===== src/rtl/execute_cycle.sv =====
// Execute stage of the 5-stage RISC-V core: forwarding, ALU, branch resolution and the E->M register.
// Define EXECUTE_MUL_EN to enable the iterative 32-cycle shift-add multiplier (ALUControlE=100).
module execute_cycle (
  input  logic        clk,
  input  logic        rst,
  input  logic        RegWriteE,
  input  logic        ALUSrcE,
  input  logic        MemWriteE,
  input  logic        ResultSrcE,
  input  logic        BranchE,
  input  logic [2:0]  ALUControlE,
  input  logic [31:0] RD1_E,
  input  logic [31:0] RD2_E,
  input  logic [31:0] Imm_Ext_E,
  input  logic [31:0] PCE,
  input  logic [31:0] PCPlus4E,
  input  logic [4:0]  RD_E,
  input  logic [1:0]  ForwardAE,
  input  logic [1:0]  ForwardBE,
  input  logic [31:0] ResultW,
  output logic        PCSrcE,
  output logic [31:0] PCTargetE,
  output logic        StallE,
  output logic        RegWriteM,
  output logic        MemWriteM,
  output logic        ResultSrcM,
  output logic [4:0]  RD_M,
  output logic [31:0] ALUResultM,
  output logic [31:0] WriteDataM,
  output logic [31:0] PCPlus4M
);

  logic [31:0] src_a;
  logic [31:0] fwd_b;
  logic [31:0] src_b;
  logic [31:0] alu_res;
  logic [31:0] exec_res;
  logic        stall;
  logic        zero;

  logic        regwrite_m_q, regwrite_m_d;
  logic        memwrite_m_q, memwrite_m_d;
  logic        resultsrc_m_q, resultsrc_m_d;
  logic [4:0]  rd_m_q, rd_m_d;
  logic [31:0] aluresult_m_q, aluresult_m_d;
  logic [31:0] writedata_m_q, writedata_m_d;
  logic [31:0] pcplus4_m_q, pcplus4_m_d;

  function automatic logic [31:0] alu_op(input logic [2:0] ctl,
                                         input logic [31:0] a,
                                         input logic [31:0] b);
    logic signed [31:0] sa;
    logic signed [31:0] sb;
    logic [31:0]        r;
    sa = a;
    sb = b;
    case (ctl)
      3'b000:  r = a + b;
      3'b001:  r = a - b;
      3'b010:  r = a & b;
      3'b011:  r = a | b;
      3'b101:  r = {31'd0, (sa < sb)};
      default: r = 32'd0;
    endcase
    return r;
  endfunction

  // Operand selection; the M-stage value fed back here is the registered one
  always_comb begin
    case (ForwardAE)
      2'b01:   src_a = ResultW;
      2'b10:   src_a = aluresult_m_q;
      default: src_a = RD1_E;
    endcase
    case (ForwardBE)
      2'b01:   fwd_b = ResultW;
      2'b10:   fwd_b = aluresult_m_q;
      default: fwd_b = RD2_E;
    endcase
    src_b   = ALUSrcE ? Imm_Ext_E : fwd_b;
    alu_res = alu_op(ALUControlE, src_a, src_b);
  end

`ifdef EXECUTE_MUL_EN
  typedef enum logic [1:0] {S_IDLE, S_BUSY, S_DONE} mul_state_t;

  mul_state_t  state_q, state_d;
  logic [4:0]  cnt_q, cnt_d;
  logic [31:0] acc_q, acc_d;
  logic [31:0] mul_a_q, mul_a_d;
  logic [31:0] mul_b_q, mul_b_d;

  always_comb begin
    state_d  = state_q;
    cnt_d    = cnt_q;
    acc_d    = acc_q;
    mul_a_d  = mul_a_q;
    mul_b_d  = mul_b_q;
    stall    = 1'b0;
    exec_res = alu_res;
    case (state_q)
      S_IDLE: begin
        if (ALUControlE == 3'b100) begin
          stall   = 1'b1;
          mul_a_d = src_a;
          mul_b_d = src_b;
          acc_d   = 32'd0;
          cnt_d   = 5'd0;
          state_d = S_BUSY;
        end
      end
      S_BUSY: begin
        stall = 1'b1;
        if (mul_b_q[cnt_q]) acc_d = acc_q + (mul_a_q << cnt_q);
        cnt_d = cnt_q + 5'd1;
        if (cnt_q == 5'd31) state_d = S_DONE;
      end
      S_DONE: begin
        exec_res = acc_q;
        state_d  = S_IDLE;
      end
      default: state_d = S_IDLE;
    endcase
  end

  always_ff @(posedge clk) begin
    if (rst) begin
      state_q <= S_IDLE;
      cnt_q   <= 5'd0;
      acc_q   <= 32'd0;
    end else begin
      state_q <= state_d;
      cnt_q   <= cnt_d;
      acc_q   <= acc_d;
    end
    mul_a_q <= mul_a_d;
    mul_b_q <= mul_b_d;
  end
`else
  always_comb begin
    stall    = 1'b0;
    exec_res = alu_res;
  end
`endif

  // Branch resolution; Zero cannot assert while a multiply is still in flight
  always_comb begin
    zero      = !stall && (exec_res == 32'd0);
    PCSrcE    = BranchE & zero;
    PCTargetE = PCE + Imm_Ext_E;
    StallE    = stall;
  end

  // E->M register: bubble control and hold data while stalled
  always_comb begin
    regwrite_m_d  = 1'b0;
    memwrite_m_d  = 1'b0;
    resultsrc_m_d = 1'b0;
    rd_m_d        = rd_m_q;
    aluresult_m_d = aluresult_m_q;
    writedata_m_d = writedata_m_q;
    pcplus4_m_d   = pcplus4_m_q;
    if (!stall) begin
      regwrite_m_d  = RegWriteE;
      memwrite_m_d  = MemWriteE;
      resultsrc_m_d = ResultSrcE;
      rd_m_d        = RD_E;
      aluresult_m_d = exec_res;
      writedata_m_d = fwd_b;
      pcplus4_m_d   = PCPlus4E;
    end
  end

  always_ff @(posedge clk) begin
    if (rst) begin
      regwrite_m_q  <= 1'b0;
      memwrite_m_q  <= 1'b0;
      resultsrc_m_q <= 1'b0;
      rd_m_q        <= 5'd0;
      aluresult_m_q <= 32'd0;
      writedata_m_q <= 32'd0;
      pcplus4_m_q   <= 32'd0;
    end else begin
      regwrite_m_q  <= regwrite_m_d;
      memwrite_m_q  <= memwrite_m_d;
      resultsrc_m_q <= resultsrc_m_d;
      rd_m_q        <= rd_m_d;
      aluresult_m_q <= aluresult_m_d;
      writedata_m_q <= writedata_m_d;
      pcplus4_m_q   <= pcplus4_m_d;
    end
  end

  assign RegWriteM  = regwrite_m_q;
  assign MemWriteM  = memwrite_m_q;
  assign ResultSrcM = resultsrc_m_q;
  assign RD_M       = rd_m_q;
  assign ALUResultM = aluresult_m_q;
  assign WriteDataM = writedata_m_q;
  assign PCPlus4M   = pcplus4_m_q;

endmodule


===== config.mk =====
export PLATFORM = sky130hd
export DESIGN_NAME = execute_cycle
export DESIGN_NICKNAME = d
export VERILOG_FILES = /design/src/rtl/execute_cycle.sv
export SDC_FILE = /design/constraint.sdc
export NUM_CORES = 1
export LEC_CHECK = 0
export ABC_CLOCK_PERIOD_IN_PS = 6400
export CAP_MARGIN = 10
export CELL_PAD_IN_SITES_DETAIL_PLACEMENT = 0
export CELL_PAD_IN_SITES_GLOBAL_PLACEMENT = 1
export CORE_ASPECT_RATIO = 0.9
export CORE_MARGIN = 2
export CORE_UTILIZATION = 30
export DETAILED_ROUTE_END_ITERATION = 8
export PLACE_DENSITY_LB_ADDON = 0.1
export RECOVER_POWER = 25
export SYNTH_ARGS = -nofsm -noshare
export SYNTH_HDL_FRONTEND = slang
export SYNTH_SLANG_ARGS = --single-unit

===== constraint.sdc =====
create_clock -name clk -period 6.4 [get_ports clk]
set_input_delay 1.28 -clock clk [delete_from_list [all_inputs] [get_ports clk]]
set_output_delay 1.28 -clock clk [all_outputs]
set_load 0.005 [all_outputs]

Word level (Yosys, flattened, before mapping)
Index checks and enable logic that the tools add are counted.
- $add $sub $neg: 3
- order comparisons: 1
- equal/unequal tests: 8
- mux-type cells: 4
- bitwise gates (word level): 3
- reduce and logical (&&, ||, !) cells: 2
- operators with widths (operator ; count):
    32-bit one-hot mux with 5 select lines ; 1
    32-bit one-hot mux with 2 select lines ; 2
    32-bit adder ; 2
    32-bit bitwise AND ; 1
    32-bit zero test ; 1
    32-bit < comparator ; 1
    32-bit two-way mux ; 1
    32-bit bitwise OR ; 1
    32-bit subtractor ; 1
    3-bit by 2-bit == test with 1-bit output, second input constant ; 2
    2-bit by 1-bit == test with 1-bit output, second input constant ; 2
    2-bit == test, second input constant ; 2
    3-bit by 1-bit == test with 1-bit output, second input constant ; 1
    3-bit == test, second input constant ; 1
    3-bit zero test ; 1
    1-bit bitwise AND ; 1
- bits in registers: 104
- input bits: 211
- output and inout bits: 138

Longest topological paths before layout
Gate-level depths: netlist of the first run.
- word-level depth: 7
- gate-level depth with buffers: 21
- gate-level depth less buffers: 20

Least setup slack after synthesis of the first run
No wires, ideal clock.
- kind: input to output
- start point: input ForwardBE[0]
- end point: output PCSrcE
- arrival time: 5599 ps
- required time: 5120 ps
- path slack: -479 ps
- cell stages on the path: 20
- path buffers: 2
- cells stage by stage: inv_1 -> ha_1 -> clkbuf_1 -> clkbuf_1 -> nor2_1 -> a21oi_1 -> o21ai_0 -> ha_1 -> fa_1 -> nor2_1 -> o221ai_1 -> a2111oi_2 -> o21bai_1 -> a211oi_1 -> o21bai_1 -> a31oi_1 -> xnor2_1 -> a2111o_1 -> or4_1 -> nor2_1
- cells in the longest elaborated chain, start to end: 7
- RTL lines (item ; RTL line ; text):
    from (decl) ; 19 ; input logic [1:0] ForwardBE,
    2-bit == test or 2-bit by 1-bit == test with 1-bit output (tied branches) ; 75 ; case (ForwardBE)
    32-bit one-hot mux with 2 select lines * ; 75 ;
    32-bit two-way mux * ; 80 ; src_b = ALUSrcE ? Imm_Ext_E : fwd_b;
    32-bit subtractor (tied with other cells) ; 59 ; 3'b001: r = a - b;
    32-bit one-hot mux with 5 select lines * ; 57 ; case (ctl)
    32-bit zero test * ; 148 ; zero = !stall && (exec_res == 32'd0);
    1-bit bitwise AND * ; 149 ; PCSrcE = BranchE & zero;
    to (decl) ; 21 ; output logic PCSrcE,
Mark *: on every way between the ends. The rest lies on a longest branch, timed or not.

Worst setup path in the final report of the first run
- start point: input ForwardBE[1]
- end point: output PCSrcE
The elaborated chain is that of the path after synthesis.

==> results.tsv, run 1 <==
stage	metric	value	unit
run_status	outcome	finished with violations	
run_status	violated checks	capacitance limit, slew limit, setup timing	
worst_setup_path	Worst R2R Path Depth	23	
clocking	# clock sinks	104	
worst_hold_path	min-delay src	ALUResultM[30]$_SDFF_PP0_	
synthesis	largest area contributor in the synthesized netlist	dfxtp_1	
synthesis	largest family of logic cells by synthesized area	compound AO/OA/AOI/OAI gates	
die	starting density of the core	30.6	%
worst_setup_path	CP endpoint	PCSrcE	
worst_setup_path	CP Launch Point	ForwardBE[1]	
worst_setup_path	instance count on the critical path	25	
worst_setup_path	arrival time worst endpoint	5.61	ns
place	pre-CTS setup slack	-1.83	ns
synthesis	asr flop ratio synth	0	%
finish	Multi-input gate area	8950	um2
flow_run	Max-Cap Viols	2	
synthesis	Cells after Synth	1514	
power	Max rail drop VDD	0.122	mV
finish	share of layout cells above drive strength 1	30.7	%
finish	fin nets	2617	
clocking	hold_buf cts	0	
timing	Tmin final	6.89	ns
grt	total congestion overflow	0	
timing	Peak Freq	145	MHz
worst_setup_path	Worst path max stage delay	0.53	ns
clocking	Worst-path clk slew	0.08	ns
clocking	clock root buffer	clkbuf_16	
finish	Fill cells	3476	
worst_setup_path	reg2reg end	ALUResultM[27]$_SDFF_PP0_	
clocking	CTS Buffer Depth	2	
worst_setup_path	crit-path max FO	6	
place	hpwl dp	46800	um
drt	Iteration-0 DRC Markers	901	
place	Port Buffers	347	
die	chip height	184	um
die	Ports	349	
grt	vias in the first global route	14000	
timing	final setup vio count	1	
synthesis	Ys Warns	0	
worst_setup_path	crit path max-delay cell type	or4_4	
synthesis	synthesized area	10800	um2
grt	largest net degree at the start of global routing	61	
worst_setup_path	worst path bufs/invs	9	
synthesis	number of synthesized flops with an enable pin	0	
synthesis	synth top area cells	dfxtp_1 (19%), ha_1 (15%), nor2_1 (5.9%)	
timing	RSZ-0062 raised after global routing	true	
timing	Hold Fails Final Rpt	0	
worst_setup_path	startpoint types	primary input	
drt	DR vias/cell	5.16	
place	GP Congestion	0.950	
clocking	Skew-Pair Late Insertion Delay	0.37	ns
power	Leakage	8.56	nW
die	Horiz. Die Dim	204	um
worst_setup_path	r2r setup slk	1.92	ns
synthesis	top_reg_cell synth	dfxtp_1	
synthesis	most numerous cell in the Yosys netlist	nor2_1	
synthesis	Post-synth top cells	nor2_1 (169), ha_1 (131), nand2_1 (127)	
synthesis	top-area cell type share of the netlist area	19.3	%
finish	area grow syn2layout	82.6	%
place	placed insts	2671	
worst_setup_path	CP Capture Type	primary output	
synthesis	Synth Area in Adders	15.7	%
synthesis	sequential share of the synthesized area	19.3	%
synthesis	area share of and/or/nand/nor cells after synthesis	21.6	%
timing	final setup margin	-0.494	ns
worst_hold_path	HP Class	reg2reg	
drt	TritonRoute pass-1 iters	6	
synthesis	syn_area_per_cell	7.14	um2
power	Power Total	0.00369	W
die	FP Rows	65	
timing	fin crit share	108	%
synthesis	Synth Register Bits	104	
drt	via count	14200	
finish	Sequential Area	2080	um2
worst_setup_path	CP most frequent cell	buf_4	
clocking	Num CTS Buffers	9	
die	Die ar.	37600	um2
drt	DRT Wirelength	57300	um
die	Core Region	35300	um2
drt	drt wl/cell	20.9	um
timing	Max Slew Vio Count	107	
synthesis	Distinct cells, synth	82	
synthesis	Net Count, Synth	1859	
grt	GR Util All Layers	29.2	%
timing	Worst-Margin Slew	3.06	ns
timing	Max-slew headroom	-104	%
finish	final cell count without fillers	2747	
synthesis	Compound-Gate Fraction of Synth Area	31.0	%
worst_setup_path	r2r startpoint	ALUResultM[12]$_SDFF_PP0_	
timing	Worst Skew	0.00885	ns
grt	first-pass GRT wire length	84100	um
worst_setup_path	critical setup path kind	in2out	
synthesis	post-synthesis mux area share	1.19	%
drt	ANT nets after route	0	
worst_setup_path	critical path data required time	5.12	ns
synthesis	Synth Area in XOR/XNOR	3.89	%
drt	Remaining DRCs	0	
grt	initial antenna violation count	1	
clocking	CTS tree	done	
worst_setup_path	Crit path max-delay family	compound AO/OA/AOI/OAI gates	
power	P per Cell Area	187	nW/um2
clocking	CTS H-tree lvls	3	
==> placed cells by master (no fill, tap or decap), drive strengths merged, types with 12 or more instances in the layout <==
cell,synthesis,routed
a211oi,32,32
a21o,18,18
a21oi,122,122
a22oi,67,67
a31oi,19,19
buf,17,498
clkbuf,76,13
clkdlybuf4s50,0,332
dfxtp,104,104
ha,131,131
inv,112,115
nand2,127,127
nand2b,12,12
nand3,25,25
nor2,169,169
nor2b,66,66
nor3,35,35
o21a,16,16
o21ai,119,119
o21bai,14,14
o31ai,12,12
xnor2,38,38
==> through the flow <==
step	hold slack [ns]	instance area (um2)	setup TNS (ns)	utilization (%)
after CTS	0.727	19500	-0.479	55.2
final	0.729	19700	-0.494	55.9
after global routing	0.783	19700	-0.654	55.9
after global placement	0.698	17900	-2.28	50.8
after floorplan	0.634	11000	0	-
after detailed placement	0.707	17900	-2.29	50.8
==> per-layer routing <==
metal	up-vias	GRT usage (%)	part of all wire [%]
met5	-	0	0
met1	6764	38.0	44
met4	0	6.70	2.1
met3	56	4.26	5.3
met2	448	50.7	48
li1	6896	-	-
==> logic make-up (layout without fill, tap and decap cells) <==
group	Yosys count	after routing
AO/OA/AOI/OAI	511	511
XOR/XNOR	48	48
adder cells (fa/ha/maj)	134	134
buffers and inverters	206	969
flip-flops	104	104
multiplexers	11	11
other	1	2
AND/OR/NAND/NOR	499	499
==> report_power, final <==
part / internal, W / switching [W] / total, W
logic: 0.00123 / 0.00110 / 0.00233
clock network: 0.000325 / 0.000305 / 0.000630
registers: 0.000694 / 0.0000324 / 0.000726
total: 0.00225 / 0.00144 / 0.00369
==> state kept, by name, indices dropped and copies added, names as in the netlist <==
| signal | count |
|---|---|
| ResultSrcM | 1 |
| MemWriteM | 1 |
| RegWriteM | 1 |
| RD_M | 5 |
| WriteDataM | 32 |
| PCPlus4M | 32 |
| ALUResultM | 32 |
==> what timing repair did <==
item,CTS,global route
gates resized for setup,223,53
pin swaps,65,34
setup endpoints to repair,6,9
gates cloned,1,0
setup buffers,52,8
==> cell type report <==
| cell class | instances | share of cell area (%) |
|---|---|---|
| Inverter | 113 | 2.16 |
| Clock inverter | 6 | 0.425 |
| Sequential cell | 104 | 10.5 |
| Antenna cell | 1 | 0.0127 |
| Timing Repair Buffer | 840 | 37.3 |
| Clock buffer | 10 | 1.21 |
| Multi-Input combinational cell | 1204 | 45.3 |
| Tap cell | 469 | 2.97 |
==> worst reg2reg max path, stage by stage (launching register included) <==
cell,delay [ns]
dfxtp_1,0.44
a22oi_2,0.09
nor2_2,0.13
a21oi_2,0.05
o21ai_1,0.16
buf_4,0.17
ha_4,0.20
or4_4,0.51
or3b_4,0.40
a211oi_4,0.26
nor2_2,0.07
a211oi_2,0.26
a311oi_2,0.18
mux2i_1,0.18
xor2_1,0.25
buf_4,0.16
buf_4,0.09
buf_4,0.10
buf_4,0.10
buf_4,0.09
buf_4,0.09
buf_4,0.09
o21a_1,0.15
nor2_1,0.05
==> how the worst min path moves through the flow <==
stage / end / slack, ns / cells past startpoint
final: WriteDataM[30]$_SDFF_PP0_ / 0.73 / 4
after global placement: WriteDataM[30]$_SDFF_PP0_ / 0.70 / 4
after CTS: WriteDataM[30]$_SDFF_PP0_ / 0.73 / 4
after global routing: WriteDataM[30]$_SDFF_PP0_ / 0.78 / 4
after floorplan: WriteDataM[18]$_SDFF_PP0_ / 0.63 / 4
after detailed placement: WriteDataM[30]$_SDFF_PP0_ / 0.71 / 4
Note: power is estimated with default switching activity, not from simulation.
==> run 2: changes to the inputs <==
- CORE_UTILIZATION: 30 -> 33
- DONT_BUFFER_PORTS: unset -> 1
- REMOVE_ABC_BUFFERS: unset -> 1
==> run 2 against run 1 <==
Against the previous run:
- the flow finishes with violations (setup timing)
- sequential share of layout area increased by 3.8 points
- worst setup slack better by 0.056 ns
- clock power shrank 7.1%
- via count fell by 16%
- first-iteration DRC count shrank 31%
- largest cell class unchanged
==> results.tsv, run 2 (synthesized netlist as in run 1, its figures left out) <==
stage	metric	value	unit	change
place	hpwl dp	35100	um	-25%
drt	Remaining DRCs	0		unchanged
clocking	# clock sinks	104		unchanged
grt	M1 GR Usage	35.8	%	-2.3 points
worst_setup_path	arrival time worst endpoint	5.56	ns	-0.05 ns
timing	Max-slew headroom	52.0	%	+160 points
worst_setup_path	startpoint types	primary input		
grt	initial antenna violation count	0		-1
finish	most common cell after layout, fill and taps aside	buf_4		
finish	final instance area	14500	um2	-27%
finish	area grow syn2layout	34.0	%	
timing	Tmin final	6.84	ns	-0.0558 ns
grt	vias in the first global route	11800		-16%
run_status	violated checks	setup timing		
timing	Worst-Margin Slew	0.717	ns	-2.34 ns
finish	share of layout cells above drive strength 1	25.6	%	-5.0 points
drt	TritonRoute pass-1 iters	7		+1
timing	fin crit share	107	%	-0.87 points
power	Power Total	0.00300	W	-19%
clocking	CTS Buffer Depth	2		unchanged
clocking	Skew-Pair Late Insertion Delay	0.39	ns	+0.02 ns
die	starting density of the core	33.7	%	+3.0 points
drt	DR vias/cell	5.43		+5.3%
place	Port Buffers	0		-100%
timing	Peak Freq	146	MHz	+0.82%
power	P per Cell Area	207	nW/um2	+11%
drt	DRT Wirelength	44300	um	-23%
power	Max rail drop VDD	0.139	mV	+14%
run_status	outcome	finished with violations		
finish	final cell count without fillers	2203		-20%
power	Leakage	6.40	nW	-25%
worst_setup_path	CP Capture Type	primary output		
finish	fin nets	2127		-19%
grt	total congestion overflow	0		unchanged
drt	drt wl/cell	20.1	um	-3.6%
flow_run	Max-Cap Viols	0		-2
place	area post-placement	13600	um2	-24%
grt	Top Usage Layer GRT	met2		
grt	grt met3 use	4.57	%	+0.31 points
timing	Worst Skew	0.0184	ns	+0.00960 ns
place	placed insts	2174		-19%
timing	Hold WS	0.714	ns	-0.0154 ns
timing	final setup margin	-0.438	ns	+0.0558 ns
die	chip height	176	um	-4.6%
drt	Iteration-0 DRC Markers	624		-31%
worst_setup_path	worst path cell trace	inv_1, ha_4, buf_12, buf_8, a21oi_2, o21ai_1, ha_1, or4_4, a2111o_1, nand2_1, o211ai_1, buf_4, o2111a_1, a21oi_1, xnor2_1, o2111a_1, nand4_1, or4_4, nor2_4, buf_6		
grt	largest net degree at the start of global routing	105		+72%
worst_setup_path	critical setup path kind	in2out		
timing	Max Slew Vio Count	0		-100%
worst_setup_path	crit-path max FO	9		+3
die	Horiz. Die Dim	195	um	-4.6%
clocking	Num CTS Buffers	9		unchanged
finish	Antenna Cells	0		-1
die	Ports	349		unchanged
worst_setup_path	crit path max-delay cell type	or4_4		
die	Core Region	32100	um2	-9.0%
clocking	Worst-path clk slew	0.08	ns	about the same
worst_setup_path	critical path data required time	5.12	ns	about the same
grt	GR Util All Layers	25.3	%	-3.9 points
clocking	hold_buf cts	0		unchanged
finish	most frequent cells in the layout	buf_4 (336), nor2_1 (166), nand2_1 (127)		
grt	met2 Track Usage GR	40.1	%	-11 points
grt	first-pass GRT wire length	68000	um	-19%
die	Die ar.	34200	um2	-8.9%
place	GP Congestion	0.903		-5.0%
timing	RSZ-0062 raised after global routing	true		
drt	ANT nets after route	0		unchanged
timing	Hold Fails Final Rpt	0		unchanged
clocking	CTS tree	done		
clocking	clock root buffer	clkbuf_16		
drt	via count	12000		-16%
timing	final setup vio count	1		unchanged
worst_hold_path	HP Class	reg2reg		
clocking	CTS H-tree lvls	3		unchanged
worst_setup_path	Worst path max stage delay	0.56	ns	+0.03 ns
die	FP Rows	62		-4.6%
## run 2: cell types whose count changed in the layout (fill, tap and decap cells not counted), sizes merged
cell,before,now
dlygate4sd2,4,0
bufinv,1,0
diode,1,0
bufbuf,0,2
clkdlybuf4s50,332,0
buf,498,348
dlymetal6s2s,3,0
clkbuf,13,9
clkinv,3,5
## run 2: worst max-delay path, delay by kind of cell
kind                     cells  cell delay, ns
AO/OA/AOI/OAI                7            1.37
XOR/XNOR                     1            0.16
adder cells (fa/ha/maj)      2            0.63
buffers and inverters        5            0.64
AND/OR/NAND/NOR              5            1.45
## run 2: what timing repair did
item | in CTS | in global routing
gates resized for setup | 71 | 42
gates cloned | 2 | 0
endpoints found under the setup margin | 1 | 1
pin swaps | 26 | 8
setup buffers | 11 | 1
## run 2: final cells by class
class                   count  area, um2
clock buffers               9        225
clock inverters             7       73.8
fillers                  3334      17600
inverters                 113        432
multi-input cells        1204       8360
flip-flops and latches    104       2080
well taps                 416        520
repair buffers            350       2800
## run 2: metrics by stage
step | TNS, ns | utilization, % | setup slack [ns]
global route | -0.657 | 45.1 | -0.657
floorplan | -0.927 | - | -0.927
finish | -0.438 | 45.1 | -0.438
global placement | -0.954 | 42.3 | -0.954
CTS | -0.483 | 44.6 | -0.483
detailed placement | -0.870 | 42.3 | -0.870
## run 2: routing by layer
layer | share of wire (%) | wire length, um
met4 | 1.5 | 663
met1 | 48 | 21200
met5 | 0 | 0
met2 | 44 | 19600
met3 | 6.3 | 2800
## run 2: report_power, final
part	leakage, nW	switching, W	internal (W)
clock network	0.147	0.000308	0.000277
registers	0.860	0.0000380	0.000694
logic	5.40	0.000865	0.000813
## run 2: final timing paths
kind	from	to	slack, ns	cells past startpoint
worst min register to register	ALUResultM[29]$_SDFF_PP0_	WriteDataM[29]$_SDFF_PP0_	0.71	4
worst max register to register	ALUResultM[19]$_SDFF_PP0_	ALUResultM[30]$_SDFF_PP0_	2.49	19
worst max-delay path	ForwardBE[0]	PCSrcE	-0.44	20
worst min-delay path	ALUResultM[29]$_SDFF_PP0_	WriteDataM[29]$_SDFF_PP0_	0.71	4
==> run 3: changes to the inputs <==
- SLEW_MARGIN: unset -> 10
==> results of run 3 <==
Same layout as run 2: the final DEF is identical, and so are final timing and power.
